$ cat src/rtl/cla_mw_add_ctrl.sv
// Multi-word add/subtract sequencer: one 32-bit carry-lookahead slice per cycle,
// least-significant word first, with carry, signed-overflow and zero flags.

module cla_32bits (
  input  logic [31:0] a,
  input  logic [31:0] b,
  input  logic        cin,
  output logic [31:0] s,
  output logic        pm,
  output logic        gm
);
  logic [31:0] p, g, c;
  logic        gg, gp, gpre, ppre, cg;

  // 4-bit lookahead groups; pm/gm summarise the whole slice without cin
  always_comb begin
    p    = a ^ b;
    g    = a & b;
    c    = '0;
    c[0] = cin;
    pm   = 1'b1;
    gm   = 1'b0;
    gg   = 1'b0;
    gp   = 1'b1;
    gpre = 1'b0;
    ppre = 1'b1;
    cg   = cin;
    for (int j = 0; j < 8; j++) begin
      cg   = (j == 0) ? cin : (gm | (pm & cin));
      gpre = 1'b0;
      ppre = 1'b1;
      for (int i = 0; i < 4; i++) begin
        gpre = g[4*j+i] | (p[4*j+i] & gpre);
        ppre = ppre & p[4*j+i];
        if (4*j+i < 31) c[4*j+i+1] = gpre | (ppre & cg);
      end
      gg = gpre;
      gp = ppre;
      gm = gg | (gp & gm);
      pm = pm & gp;
    end
    s = p ^ c;
  end
endmodule

module cla_mw_add_ctrl #(
  parameter int WORDS = 4
) (
  input  logic                clk,
  input  logic                rst,
  input  logic                start_valid,
  output logic                start_ready,
  input  logic                op_sub,
  input  logic [32*WORDS-1:0] a,
  input  logic [32*WORDS-1:0] b,
  output logic                done_valid,
  input  logic                done_ready,
  output logic [32*WORDS-1:0] res,
  output logic                cout,
  output logic                ovf,
  output logic                zero,
  output logic                busy
);
  localparam int N  = 32 * WORDS;
  localparam int KW = $clog2(WORDS);

  typedef enum logic [1:0] {IDLE, RUN, DONE} state_t;

  state_t          state_q, state_d;
  logic [KW-1:0]   k_q, k_d;
  logic            c_q, c_d;
  logic [N-1:0]    res_q, res_d;
  logic            cout_q, cout_d, ovf_q, ovf_d, zero_q, zero_d;
  logic [N-1:0]    a_q, b_q;
  logic            load;

  logic [31:0]     a_w, b_w, s_w;
  logic            pm_w, gm_w, c_next;

  assign a_w    = a_q[32*k_q +: 32];
  assign b_w    = b_q[32*k_q +: 32];
  assign c_next = gm_w | (pm_w & c_q);

  cla_32bits u_cla (
    .a   (a_w),
    .b   (b_w),
    .cin (c_q),
    .s   (s_w),
    .pm  (pm_w),
    .gm  (gm_w)
  );

  always_comb begin
    state_d = state_q;
    k_d     = k_q;
    c_d     = c_q;
    res_d   = res_q;
    cout_d  = cout_q;
    ovf_d   = ovf_q;
    zero_d  = zero_q;
    load    = 1'b0;
    case (state_q)
      IDLE: begin
        if (start_valid) begin
          state_d = RUN;
          k_d     = '0;
          c_d     = op_sub;
          res_d   = '0;
          load    = 1'b1;
        end
      end
      RUN: begin
        res_d[32*k_q +: 32] = s_w;
        c_d                 = c_next;
        if (k_q == KW'(WORDS-1)) begin
          // counter parks on the last word instead of wrapping
          state_d = DONE;
          cout_d  = c_next;
          ovf_d   = (a_q[N-1] == b_q[N-1]) && (s_w[31] != a_q[N-1]);
          zero_d  = (res_q == '0) && (s_w == '0);
        end else begin
          k_d = k_q + KW'(1);
        end
      end
      DONE: begin
        if (done_ready) state_d = IDLE;
      end
      default: state_d = IDLE;
    endcase
  end

  always_ff @(posedge clk) begin
    if (rst) begin
      state_q <= IDLE;
      k_q     <= '0;
      c_q     <= 1'b0;
      res_q   <= '0;
      cout_q  <= 1'b0;
      ovf_q   <= 1'b0;
      zero_q  <= 1'b0;
    end else begin
      state_q <= state_d;
      k_q     <= k_d;
      c_q     <= c_d;
      res_q   <= res_d;
      cout_q  <= cout_d;
      ovf_q   <= ovf_d;
      zero_q  <= zero_d;
    end
  end

  // operand registers carry no reset; they are only read in RUN after a load
  always_ff @(posedge clk) begin
    if (load) begin
      a_q <= a;
      b_q <= op_sub ? ~b : b;
    end
  end

  assign start_ready = (state_q == IDLE);
  assign busy        = (state_q == RUN);
  assign done_valid  = (state_q == DONE);
  assign res         = res_q;
  assign cout        = cout_q;
  assign ovf         = ovf_q;
  assign zero        = zero_q;
endmodule

$ cat config.mk
export PLATFORM = sky130hd
export DESIGN_NAME = cla_mw_add_ctrl
export DESIGN_NICKNAME = d
export VERILOG_FILES = /design/src/rtl/cla_mw_add_ctrl.sv
export SDC_FILE = /design/constraint.sdc
export NUM_CORES = 1
export LEC_CHECK = 0
export BUFFER_PORTS_ARGS = -buffer_cell sky130_fd_sc_hd__buf_2
export CORE_MARGIN = 5
export CORE_UTILIZATION = 45
export CTS_CLUSTER_DIAMETER = 50
export DETAILED_ROUTE_END_ITERATION = 10
export MAX_ROUTING_LAYER = met4
export PLACE_DENSITY = 0.66
export SLEW_MARGIN = 20
export SYNTH_ARGS = -nofsm -noshare
export SYNTH_HDL_FRONTEND = slang
export SYNTH_SLANG_ARGS = --single-unit
$ cat constraint.sdc
create_clock -name clk -period 15.5 [get_ports clk]
set_clock_uncertainty 0.15 [all_clocks]
set_input_delay 1.55 -clock clk [delete_from_list [all_inputs] [get_ports clk]]
set_output_delay 1.55 -clock clk [all_outputs]
set_load 0.02 [all_outputs]
# After elaboration in Yosys (flattened, before gate mapping)
# Index checks and enable logic that the tools add are counted.
# W data, S select, Z words.
# op_classes
n_addsub	2
n_eq_ne	9
n_shift	4
muxes	15
bitwise	173
reduce_logical	10
# ops
cell	n
$mux W128	2
$pmux W128 S2	1
$shiftx A128 B8 Y32	2
$bwmux W128	1
$logic_not A128 Y1	1
$not A128 Y128	1
$shift A32 B34 Y128 const A	1
$shiftx A32 B34 Y128	1
$and A1 B1 Y1	100
$or A1 B1 Y1	69
$xor A32 B32 Y32	2
$neg A7 Y34	1
$and A32 B32 Y32	1
$logic_not A32 Y1	1
$mux W2	5
$pmux W2 S3	1
$reduce_and A3 Y1	2
$eq A2 B2 Y1 const B	2
$ne A2 B1 Y1 const B	2
$ne A2 B2 Y1 const B	2
$pmux W2 S2	1
$reduce_and A2 Y1	2
$mux W1	3
$add A2 B1 Y2 const B	1
other kinds (7)	8
# word_totals
reg_bits	392

# Depth between registers and ports, before layout
# Gate-level depths: netlist (run 1).
# logic_depth
word_depth	27
mapped_depth	18
mapped_depth_nobuf	16

# By module
# A second synthesis (run 1) with hierarchy kept.
# hier_totals
hier_cells	1225
hier_area_um2	17123.9
# by_module_without_submodules
module	instances	cells_per_inst	area_per_inst_um2	seq_area_each_um2
cla_mw_add_ctrl	1	1017	15567.4	10410.0
cla_32bits	1	208	1556.5	0.0

# Worst setup path after synthesis (run 1)
# OpenSTA, ideal clock, no wires.
# synth_path
path_type	input to register
from	input port start_valid
to	register res_q[101], in the netlist res[101]
t_arrival_ps	10228
required_ps	15222
setup_slack_ps	4995
path_stages	6
path_buffers	2
path_cell_list	and2_1 clkbuf_1 nor2_1 clkbuf_1 a22oi_1 nor2_1
# synth_between
elab_chain_cells	2
# synth_rtl
element	line_no	text
start, declared	51	input logic start_valid,
$ne A2 B2 Y1 (no line)	--	
$reduce_and A2 Y1 (no line)	--	
end signal, assigned	145	res_q <= res_d;
end, declared	72	logic [N-1:0] res_q, res_d;
# No other way between the ends.
# A chain may end at the register's enable or synchronous reset.

# Worst setup path in the final report (run 1)
# layout_path
from	register k_q[1]
to	register zero_q, in the netlist zero
# layout_between
elab_chain_cells	26
elab_cells_between_ends	170
classes_between	eq/ne (1); shift (2); bitwise (164); reduce/logical (3)
# layout_rtl
element	line_no	text
start, declared	70	logic [KW-1:0] k_q, k_d;
start signal, assigned	143	k_q <= k_d;
$shiftx A128 B8 Y32, on equally long branches	80, 81	
$xor A32 B32 Y32 / $and A32 B32 Y32 (equally long branches)	17, 18	
$and A1 B1 Y1	33	gpre = g[4*j+i] | (p[4*j+i] & gpre);
$or A1 B1 Y1	33	
$and A1 B1 Y1	33	
$or A1 B1 Y1	33	
$and A1 B1 Y1	33	
$or A1 B1 Y1	33	
[10 not listed]	--	
$and A1 B1 Y1	39	gm = gg | (gp & gm);
$or A1 B1 Y1	39	
$or A1 B1 Y1	29	cg = (j == 0) ? cin : (gm | (pm & cin));
$and A1 B1 Y1	35	if (4*j+i < 31) c[4*j+i+1] = gpre | (ppre & cg);
$or A1 B1 Y1	35	
$xor A32 B32 Y32	42	s = p ^ c;
$logic_not A32 Y1	120	zero_d = (res_q == '0) && (s_w == '0);
$logic_and A1 B1 Y1	120	
end signal, assigned	148	zero_q <= zero_d;
end, declared	73	logic cout_q, cout_d, ovf_q, ovf_d, zero_q, zero_d;
# Several ways; a longest one is shown, not always the timed one.

==> flow_metrics.tcl, run 1 <==
set metrics [dict create \
    r2r-end "zero" \
    post_cts_resized 0 \
    synth_seq_cells 392 \
    root_buffer "clkbuf_16" \
    grt_pass1_vias 12013 \
    fmax_mhz 169 \
    grt_max_degree 89 \
    gp_congestion 0.858 \
    post-cts-setup-buffers 0 \
    synth-edff-count 256 \
    holdPathEnd "state_q[0]" \
    placed_cells 2025 \
    dr_total_vias 11697 \
    critPathArrivalTime_ns 6.26 \
    syn_area_per_cell_sq_um 13.8 \
    vdd_drop_max_uv 101 \
    grt_pass1_wl_mm 70.8 \
    io_pins 395 \
    path_class "reg -> reg" \
    synth_ff_type "edfxtp_1" \
    worstPathRequired_ns 15.86 \
    synthArstFlopShare_pct 0 \
    dpl.hpwl_mm 34.8 \
    clk_latency_ns 0.56 \
    overflow 0 \
    cts_max_path_buffers 3 \
    cts-buffers-inserted 45 \
    placement.io_buffers 394 \
    synth_cells 1214 \
    start_util_pct 45.7 \
    hold_viol_final 0 \
    finalSetupViolCount 0 \
    layout.cells.non_filler 2112 \
    min_period_ns 5.90 \
    syn_area_sq_um 16800 \
    slew_violations 0 \
    die_w_microns 203 \
    track_usage_pct 23.0 \
    rrSetupSlack_ns 9.60 \
    antenna_found_initial 6 \
    syn2layout_area_growth_pct 24.1 \
    holdWs_ns 0.326 \
    r2r_cells 17 \
    hold_class "reg -> reg" \
    wire_per_inst_microns 22.5 \
    drive_gt1_share_pct 34.7 \
    hold_path_depth 1 \
    htreeDepth 2 \
    yosys.cell_types.count 60 \
    timing.slew.headroom_pct 27.3 \
    dr.pass1.iters 8 \
    synthesis.nets 1513 \
    tightest_slew_ns 1.08 \
    core_sq_um 36800 \
    layout_setup_ws_ns 9.60 \
    seq_area_frac_synth_pct 61.9 \
    ant_nets 0 \
    synth_warnings 0 \
    worstPathMaxFanout 42 \
    drc 0 \
    drt-total-wl_mm 47.5 \
    path_clk_slew_ns 0.06 \
    min_period_over_period_pct 38.1 \
    cts_tree "done" \
    powerDensity_nw_per_um2 131 \
    min_from "state_q[1]" \
    rsz0062_at_grt "false" \
    row_count 70 \
    status "complete, no violations" \
    leakage_nw 8.31 \
    startpoint_type "register" \
    dp_slack_ns 9.58 \
    fillCellCount 3029 \
    die_area_sq_um 41300 \
    drt_iter0_drc 876 \
    final.setup.tns_ns 0 \
    drv_cap 0 \
    cts_sinks 392 \
    viasPerCell 5.54 \
    fin_util_pct 56.7 \
    cts_hold_buf 0 \
    timing.rr.start "k_q[1]" \
    die_y_microns 203 \
    nets 1904 \
    crit_start "k_q[1]" \
    endpoint_kind "register" \
]
## worst max-delay path, cell delays in order (launching register included)
cell and delay, ns:
dfxtp_4 0.60, buf_4 0.59, mux4_2 0.44, ha_1 0.30
a21o_1 0.20, nand3_1 0.20, and2_1 0.24, fa_1 0.61
nor4b_1 0.26, nand4_1 0.12, nor4_1 0.30, nand4_1 0.13
or4_1 0.43, a2111o_1 0.30, nor4_1 0.17, nand4b_1 0.17
or4b_1 0.48, nand2_1 0.07
## power by group
group	internal (mW)	switching (mW)
clock network	0.649	0.419
logic	0.171	0.294
registers	1.18	0.0265
total	2.00	0.740
## layout make-up
class | instances | area (sq um) | area share [%]
Antenna cell | 6 | 15.0 | 0.0720
Clock buffer | 61 | 1280 | 6.15
Clock inverter | 19 | 219 | 1.05
Inverter | 17 | 63.8 | 0.306
Multi-Input combinational cell | 735 | 6120 | 29.3
Sequential cell | 392 | 10400 | 50.0
Tap cell | 468 | 586 | 2.81
Timing Repair Buffer | 414 | 2150 | 10.3
## synth_stat cells, drive strengths merged (2+ instances only)
library cell / count / area share (%)
nand3b: 2 / 0.089
nor2b: 3 / 0.11
o31a: 2 / 0.10
a22oi: 130 / 5.8
ha: 36 / 2.7
xor2: 133 / 6.9
a221oi: 2 / 0.21
nor3: 10 / 0.30
and2: 6 / 0.24
a21o: 8 / 0.36
o21a: 5 / 0.22
nand2b: 4 / 0.15
or4: 6 / 0.27
nor4b: 5 / 0.26
dfxtp: 136 / 16
fa: 2 / 0.24
nand4: 7 / 0.26
o21bai: 2 / 0.089
nand2: 14 / 0.31
a21oi: 25 / 0.77
clkbuf: 50 / 1.1
or2: 2 / 0.074
o22ai: 2 / 0.074
inv: 16 / 0.36
buf: 20 / 0.45
edfxtp: 256 / 46
nand3: 11 / 0.36
xnor2: 15 / 0.78
o21ai: 14 / 0.44
and4: 3 / 0.16
a31o: 2 / 0.10
nor4: 33 / 1.2
a211oi: 4 / 0.21
mux4: 64 / 8.6
and3: 5 / 0.19
o211ai: 3 / 0.13
nor2: 158 / 3.5
a31oi: 3 / 0.11
## flip-flops by register name, indices dropped and copies added (netlist names)
name	count
a_q	128
b_q	128
res	128
k_q	2
state_q	2
c_q	1
cout	1
ovf	1
zero	1
## metrics by stage
step,instance area [sq um],power (mW)
floorplan,16800,1.51
global placement,19300,1.68
detailed placement,19300,1.69
CTS,20800,2.76
global route,20900,2.85
finish,20900,2.74
## cell families after synthesis
family                   count (synthesis)  share of synthesized area, %
AO/OA/AOI/OAI                          211                          9.15
XOR/XNOR                               148                          7.71
adder cells (fa/ha/maj)                 38                          2.92
buffers and inverters                   87                          1.94
flip-flops                             392                          61.9
multiplexers                            65                          8.63
AND/OR/NAND/NOR                        273                          7.71
## how the worst max path moves through the flow
stage / slack, ns / endpoint / depth (start not counted)
4_1_cts: 9.55 / zero / 16
3_5_place_dp: 9.58 / zero / 16
2_1_floorplan: 4.99 / res[101] / 6
3_3_place_gp: 9.67 / zero / 16
6_report: 9.60 / zero / 17
5_1_grt: 9.25 / zero / 16
## layout by cell type (no fill, tap or decap), types with 9 or more instances in the layout
master	instances
mux4_2	64
nor4_1	32
inv_1	16
xnor2_1	15
dfxtp_1	134
nor3_1	9
buf_4	20
nor2_1	157
xor2_1	133
nand2_1	14
a22oi_1	130
a21oi_1	21
buf_2	392
o21ai_0	12
ha_1	36
nand3_1	10
clkbuf_16	48
edfxtp_1	256
## layer usage
| layer | GRT usage [%] | up-vias | wire (microns) |
|---|---|---|---|
| met4 | 6.77 | 0 | 1210 |
| met3 | 4.77 | 77 | 3740 |
| li1 | - | 5429 | - |
| met5 | - | - | 0 |
| met1 | 29.5 | 5652 | 19400 |
| met2 | 37.4 | 539 | 23100 |
No activity file was read; power rests on OpenSTA's default activity.
==> run 2: changes to the inputs <==
--- a/config.mk
+++ b/config.mk
@@ -11,7 +11,7 @@
 export CTS_CLUSTER_DIAMETER = 50
 export DETAILED_ROUTE_END_ITERATION = 10
 export MAX_ROUTING_LAYER = met4
-export PLACE_DENSITY = 0.66
+export PLACE_DENSITY = 0.68
 export SLEW_MARGIN = 20
 export SYNTH_ARGS = -nofsm -noshare
 export SYNTH_HDL_FRONTEND = slang
==> constraint.sdc (replaced) <==
create_clock -name clk -period 5.1 [get_ports clk]
set_clock_uncertainty 0.15 [all_clocks]
set_input_delay 0.51 -clock clk [delete_from_list [all_inputs] [get_ports clk]]
set_output_delay 0.51 -clock clk [all_outputs]
set_load 0.02 [all_outputs]
==> run 2 against run 1 <==
  * Wire length increased by 5.6%
  * Non-clock buffer count up 170
  * Clock power increased to 3.0 times the previous value
  * Global-route usage up 1.5 points
  * Via count grew 7.6%
  * Critical path depth did not move
  * Critical path type unchanged
  * Largest power group unchanged
==> flow_metrics.tcl, run 2 (synthesis gave the netlist of run 1 again) <==
set metrics [dict create \
    hold_path_depth 1 \
    slowest_stage "fa_1" \
    leakage_nw 9.03 \
    grt_pass1_vias 12887 \
    cts-buffers-inserted 45 \
    dr.pass1.iters 5 \
    cts_tree "done" \
    endpoint_kind "register" \
    path_cells "clkbuf_4 > mux4_2 > ha_4 > and2_4 > nand3_2 > and2_4 > fa_1 > nor4b_2 > nand4_1 > nor4_2 > nand4_1 > or4_1 > a2111o_1 > nor4_2 > nand4b_1 > or4b_1 > nand2_1" \
    syn2layout_area_growth_pct 33.6 \
    track_usage_pct 24.5 \
    timing.slew.headroom_pct 28.0 \
    overflow 0 \
    final.setup.tns_ns 0 \
    hold_viol_final 0 \
    grt_max_degree 151 \
    antenna_found_initial 9 \
    min_period_ns 4.91 \
    viasPerCell 5.52 \
    critPathArrivalTime_ns 5.27 \
    placement.io_buffers 394 \
    io_pins 395 \
    cts_max_path_buffers 3 \
    status "complete, no violations" \
    htreeDepth 2 \
    drt-total-wl_mm 50.1 \
    fin_total_pwr_mw 8.54 \
    core_sq_um 36800 \
    cpPeakStageDelay_ns 0.57 \
    path_clk_slew_ns 0.06 \
    layout_commonest_cell "buf_2" \
    drt_iter0_drc 1010 \
    ant_nets 0 \
    grt_pass1_wl_mm 75.7 \
    finalSetupViolCount 0 \
    dpl.hpwl_mm 35.4 \
    die_y_microns 203 \
    r2r_cells 17 \
    hold_class "in -> reg" \
    powerDensity_nw_per_um2 380 \
    path_class "reg -> reg" \
    dr_total_vias 12581 \
    die_w_microns 203 \
    drc 0 \
    gp_congestion 0.902 \
    cts_sinks 392 \
    worstPathRequired_ns 5.46 \
    clk_latency_ns 0.58 \
    tightest_slew_ns 1.07 \
    drive_gt1_share_pct 34.2 \
    mostFrequentLayoutCells "392 x buf_2, 256 x edfxtp_1, 157 x nor2_1" \
    wire_per_inst_microns 22.0 \
    root_buffer "clkbuf_16" \
    startpoint_type "register" \
    rsz0062_at_grt "true" \
    slew_violations 0 \
    start_util_pct 45.7 \
    holdWs_ns 0.0419 \
    row_count 70 \
    die_area_sq_um 41300 \
    vdd_drop_max_uv 300 \
    worstPathMaxFanout 4 \
    nets 2074 \
    fin_util_pct 61.1 \
    fmax_mhz 204 \
    drv_cap 0 \
    min_period_over_period_pct 96.3 \
]
-- run 2: cell count changes in the layout (fill, tap and decap cells not counted), sizes merged --
cell         delta
buf            +45
bufinv          +1
clkinvlp        +1
inv             -2
dlygate4sd3   +124
diode           -3
clkinv          +2
-- run 2: critical path, delay by kind of cell (launching register included) --
family	cells	cell delay (ns)
AND/OR/NAND/NOR	12	2.41
adder cells (fa/ha/maj)	2	0.86
multiplexers	1	0.54
flip-flops	1	0.35
AO/OA/AOI/OAI	1	0.35
buffers and inverters	1	0.18
-- run 2: metal layers --
layer	global-route usage, %	vias to the layer above	wire (microns)
met4	8.82	0	1760
met1	31.3	6099	19800
met2	39.7	598	24400
li1	-	5772	-
met3	4.44	112	4150
met5	-	-	0
-- run 2: path summary, 6_finish.rpt --
path         startpoint       to  slack (ns)
min               a[64]  a_q[64]        0.04
max reg2reg      k_q[0]     zero        0.19
min reg2reg        zero     zero        0.33
max              k_q[0]     zero        0.19
-- run 2: repair_timing --
action,4_1_cts,5_1_grt
resized for setup,0,8
setup buffers,0,3
hold buffers,124,0
endpoints found under the hold margin,124,0
endpoints found under the setup margin,0,1
-- run 2: final cells by class --
| class | instances | area, sq um |
|---|---|---|
| Clock inverter | 21 | 273 |
| Antenna cell | 3 | 7.51 |
| Timing Repair Buffer | 584 | 3750 |
| Sequential cell | 392 | 10400 |
| Fill cell | 2843 | 14300 |
| Clock buffer | 60 | 1210 |
| Tap cell | 468 | 586 |
| Multi-Input combinational cell | 735 | 6160 |
| Inverter | 17 | 63.8 |
-- run 2: report_power, final --
group          total, mW  leakage (nW)  switching (mW)  internal (mW)
Combinational       1.68          4.78           0.960          0.719
Clock               3.20         0.715            1.28           1.93
Sequential          3.65          3.54          0.0638           3.59
-- run 2: per-stage QoR --
step                      instances  setup WS [ns]  cell area (sq um)
after floorplan                1214        0.00791              16800
after global placement         2069          0.109              19600
after detailed placement       2069         0.0521              19600
after CTS                      2274        0.00203              22400
after global routing           2280        -0.0332              22500
final                          2280          0.187              22500
==> run 3: changes to the inputs <==
==> constraint.sdc (replaced) <==
create_clock -name clk -period 5.1 [get_ports clk]
set_clock_uncertainty 0.15 [all_clocks]
set_input_delay 1.53 -clock clk [delete_from_list [all_inputs] [get_ports clk]]
set_output_delay 1.53 -clock clk [all_outputs]
set_load 0.02 [all_outputs]
==> run 3 against run 2 <==
  * Utilization down 3.6 points
  * Wire length decreased by 4.5%
  * Maximum frequency is 1.0% higher
  * Sequential share of layout area rose by 2.9 points
  * Non-clock buffer count shrank 124
  * First-iteration DRC count decreased by 13%
  * Critical endpoint unchanged
==> flow_metrics.tcl, run 3 (synthesis gave the netlist of run 1 again) <==
set metrics [dict create \
    status "complete, no violations" \
    holdWs_ns 0.319 \
    layout.cells.non_filler 2152 \
    met3_usage_pct 5.31 \
    cts_max_path_buffers 3 \
    finalSetupViolCount 0 \
    track_usage_pct 23.2 \
    drc 0 \
    timing.rr.start "k_q[0]" \
    vdd_drop_max_uv 279 \
    die_y_microns 203 \
    p_switching_mw 2.25 \
    syn2layout_area_growth_pct 25.7 \
    die_w_microns 203 \
    dr.pass1.iters 5 \
    grt_pass1_wl_mm 71.3 \
    wire_per_inst_microns 22.2 \
    io_pins 395 \
    min_period_ns 4.86 \
    tightest_slew_ns 1.06 \
    min_period_over_period_pct 95.4 \
    htreeDepth 2 \
    start_util_pct 45.7 \
    cts_sinks 392 \
    p_clk_share_pct 36.5 \
    slew_violations 0 \
    fmax_mhz 206 \
    cts_hold_buf 0 \
    slowest_stage "fa_1" \
    drt-total-wl_mm 47.9 \
    grt_pass1_vias 12169 \
    worstPathMaxFanout 3 \
    gp_congestion 0.917 \
    holdPathEnd "zero" \
    hold_path_depth 2 \
    viasPerCell 5.60 \
    hold_viol_final 0 \
    row_count 70 \
    rrSetupSlack_ns 0.24 \
    powerDensity_nw_per_um2 391 \
    r2r_cells 17 \
    worst-path-buf-inv 1 \
    nets 1950 \
    timing.slew.headroom_pct 28.6 \
    ant_nets 0 \
    path_cells "buf_4 > mux4_2 > ha_4 > a21o_1 > nand3_2 > and2_4 > fa_1 > nor4b_4 > nand4_1 > nor4_2 > nand4_1 > or4_4 > a2111o_1 > nor4_2 > nand4b_1 > or4b_1 > nand2_1" \
    drt_iter0_drc 882 \
    fin_util_pct 57.5 \
    startpoint_type "register" \
    die_area_sq_um 41300 \
    core_sq_um 36800 \
    overflow 0 \
    min_from "zero" \
    critPathArrivalTime_ns 5.22 \
    mostFrequentLayoutCells "392 x buf_2, 256 x edfxtp_1, 157 x nor2_1" \
    dr_total_vias 12060 \
    swShare_pct 27.3 \
    path_clk_slew_ns 0.06 \
    antenna_found_initial 5 \
    cts_tree "done" \
    cpPeakStageDelay_ns 0.55 \
    worstPathRequired_ns 5.45 \
    seqPwrFrac_pct 44.2 \
    leakage_nw 8.48 \
    drv_cap 0 \
    r2r-end "zero" \
    cp_top_family "simple AND/OR/NAND/NOR gates" \
    internal-power_mw 6.00 \
    hold_class "reg -> reg" \
    endpoint_kind "register" \
    grtUsageMet1_pct 30.0 \
    dpl.hpwl_mm 35.2 \
    top_usage_layer "met2" \
    power_frac_comb_pct 19.3 \
    layout_commonest_cell "buf_2" \
    placement.io_buffers 394 \
    grt_max_degree 155 \
    clk_latency_ns 0.56 \
    cts-buffers-inserted 45 \
    dpl_cell_area_sq_um 19600 \
    drive_gt1_share_pct 36.7 \
    root_buffer "clkbuf_16" \
    final_area_sq_um 21100 \
    placed_cells 2067 \
    use_met2_pct 35.9 \
    path_class "reg -> reg" \
]
-- run 3: layer usage --
metal	wire length (microns)	part of all wire, %
met1	19300	40
met2	22600	47
met3	4210	8.8
met4	1780	3.7
met5	0	0
-- run 3: how the worst max path moves through the flow --
stage / startpoint / end / slack [ns] / cells after the start
2_1_floorplan: k_q[0] / zero / 0.008 / 18
3_3_place_gp: k_q[0] / zero / 0.08 / 16
3_5_place_dp: k_q[0] / zero / 0.01 / 16
4_1_cts: k_q[0] / zero / 0.009 / 16
5_1_grt: k_q[0] / zero / -0.003 / 14
6_report: k_q[0] / zero / 0.24 / 17
-- run 3: area by class of cell --
type / instances / area, sq um
inverters: 17 / 63.8
fillers: 2988 / 15700
multi-input cells: 735 / 6180
diodes: 3 / 7.51
clock buffers: 61 / 1240
well taps: 468 / 586
repair buffers: 460 / 2510
clock inverters: 16 / 136
flip-flops and latches: 392 / 10400
-- run 3: what timing repair did --
action | CTS | global route
hold endpoints to repair | 0 | 0
setup buffers | 2 | 3
gates resized for setup | 0 | 12
pin swaps | 0 | 4
setup endpoints to repair | 1 | 1
-- run 3: stage by stage --
step,total power [mW],setup slack [ns],setup TNS (ns)
floorplan,4.56,0.00791,0
global placement,5.25,0.0848,0
detailed placement,5.28,0.0130,0
CTS,8.30,0.00860,0
global route,8.60,-0.00310,-0.00310
finish,8.26,0.235,0
-- run 3: power by group through the flow --
stage / combinational (mW) / clock (mW) / sequential (mW)
after floorplan: 0.830 / 0 / 3.73
after global placement: 1.54 / 0 / 3.71
after detailed placement: 1.55 / 0 / 3.72
after CTS: 1.57 / 3.08 / 3.65
after global routing: 1.72 / 3.21 / 3.66
final: 1.59 / 3.01 / 3.65
-- run 3: worst min-delay path: stages (launching register included) --
cell	delay [ns]
dfxtp_1	0.30
nand3b_1	0.08
nand2_1	0.05
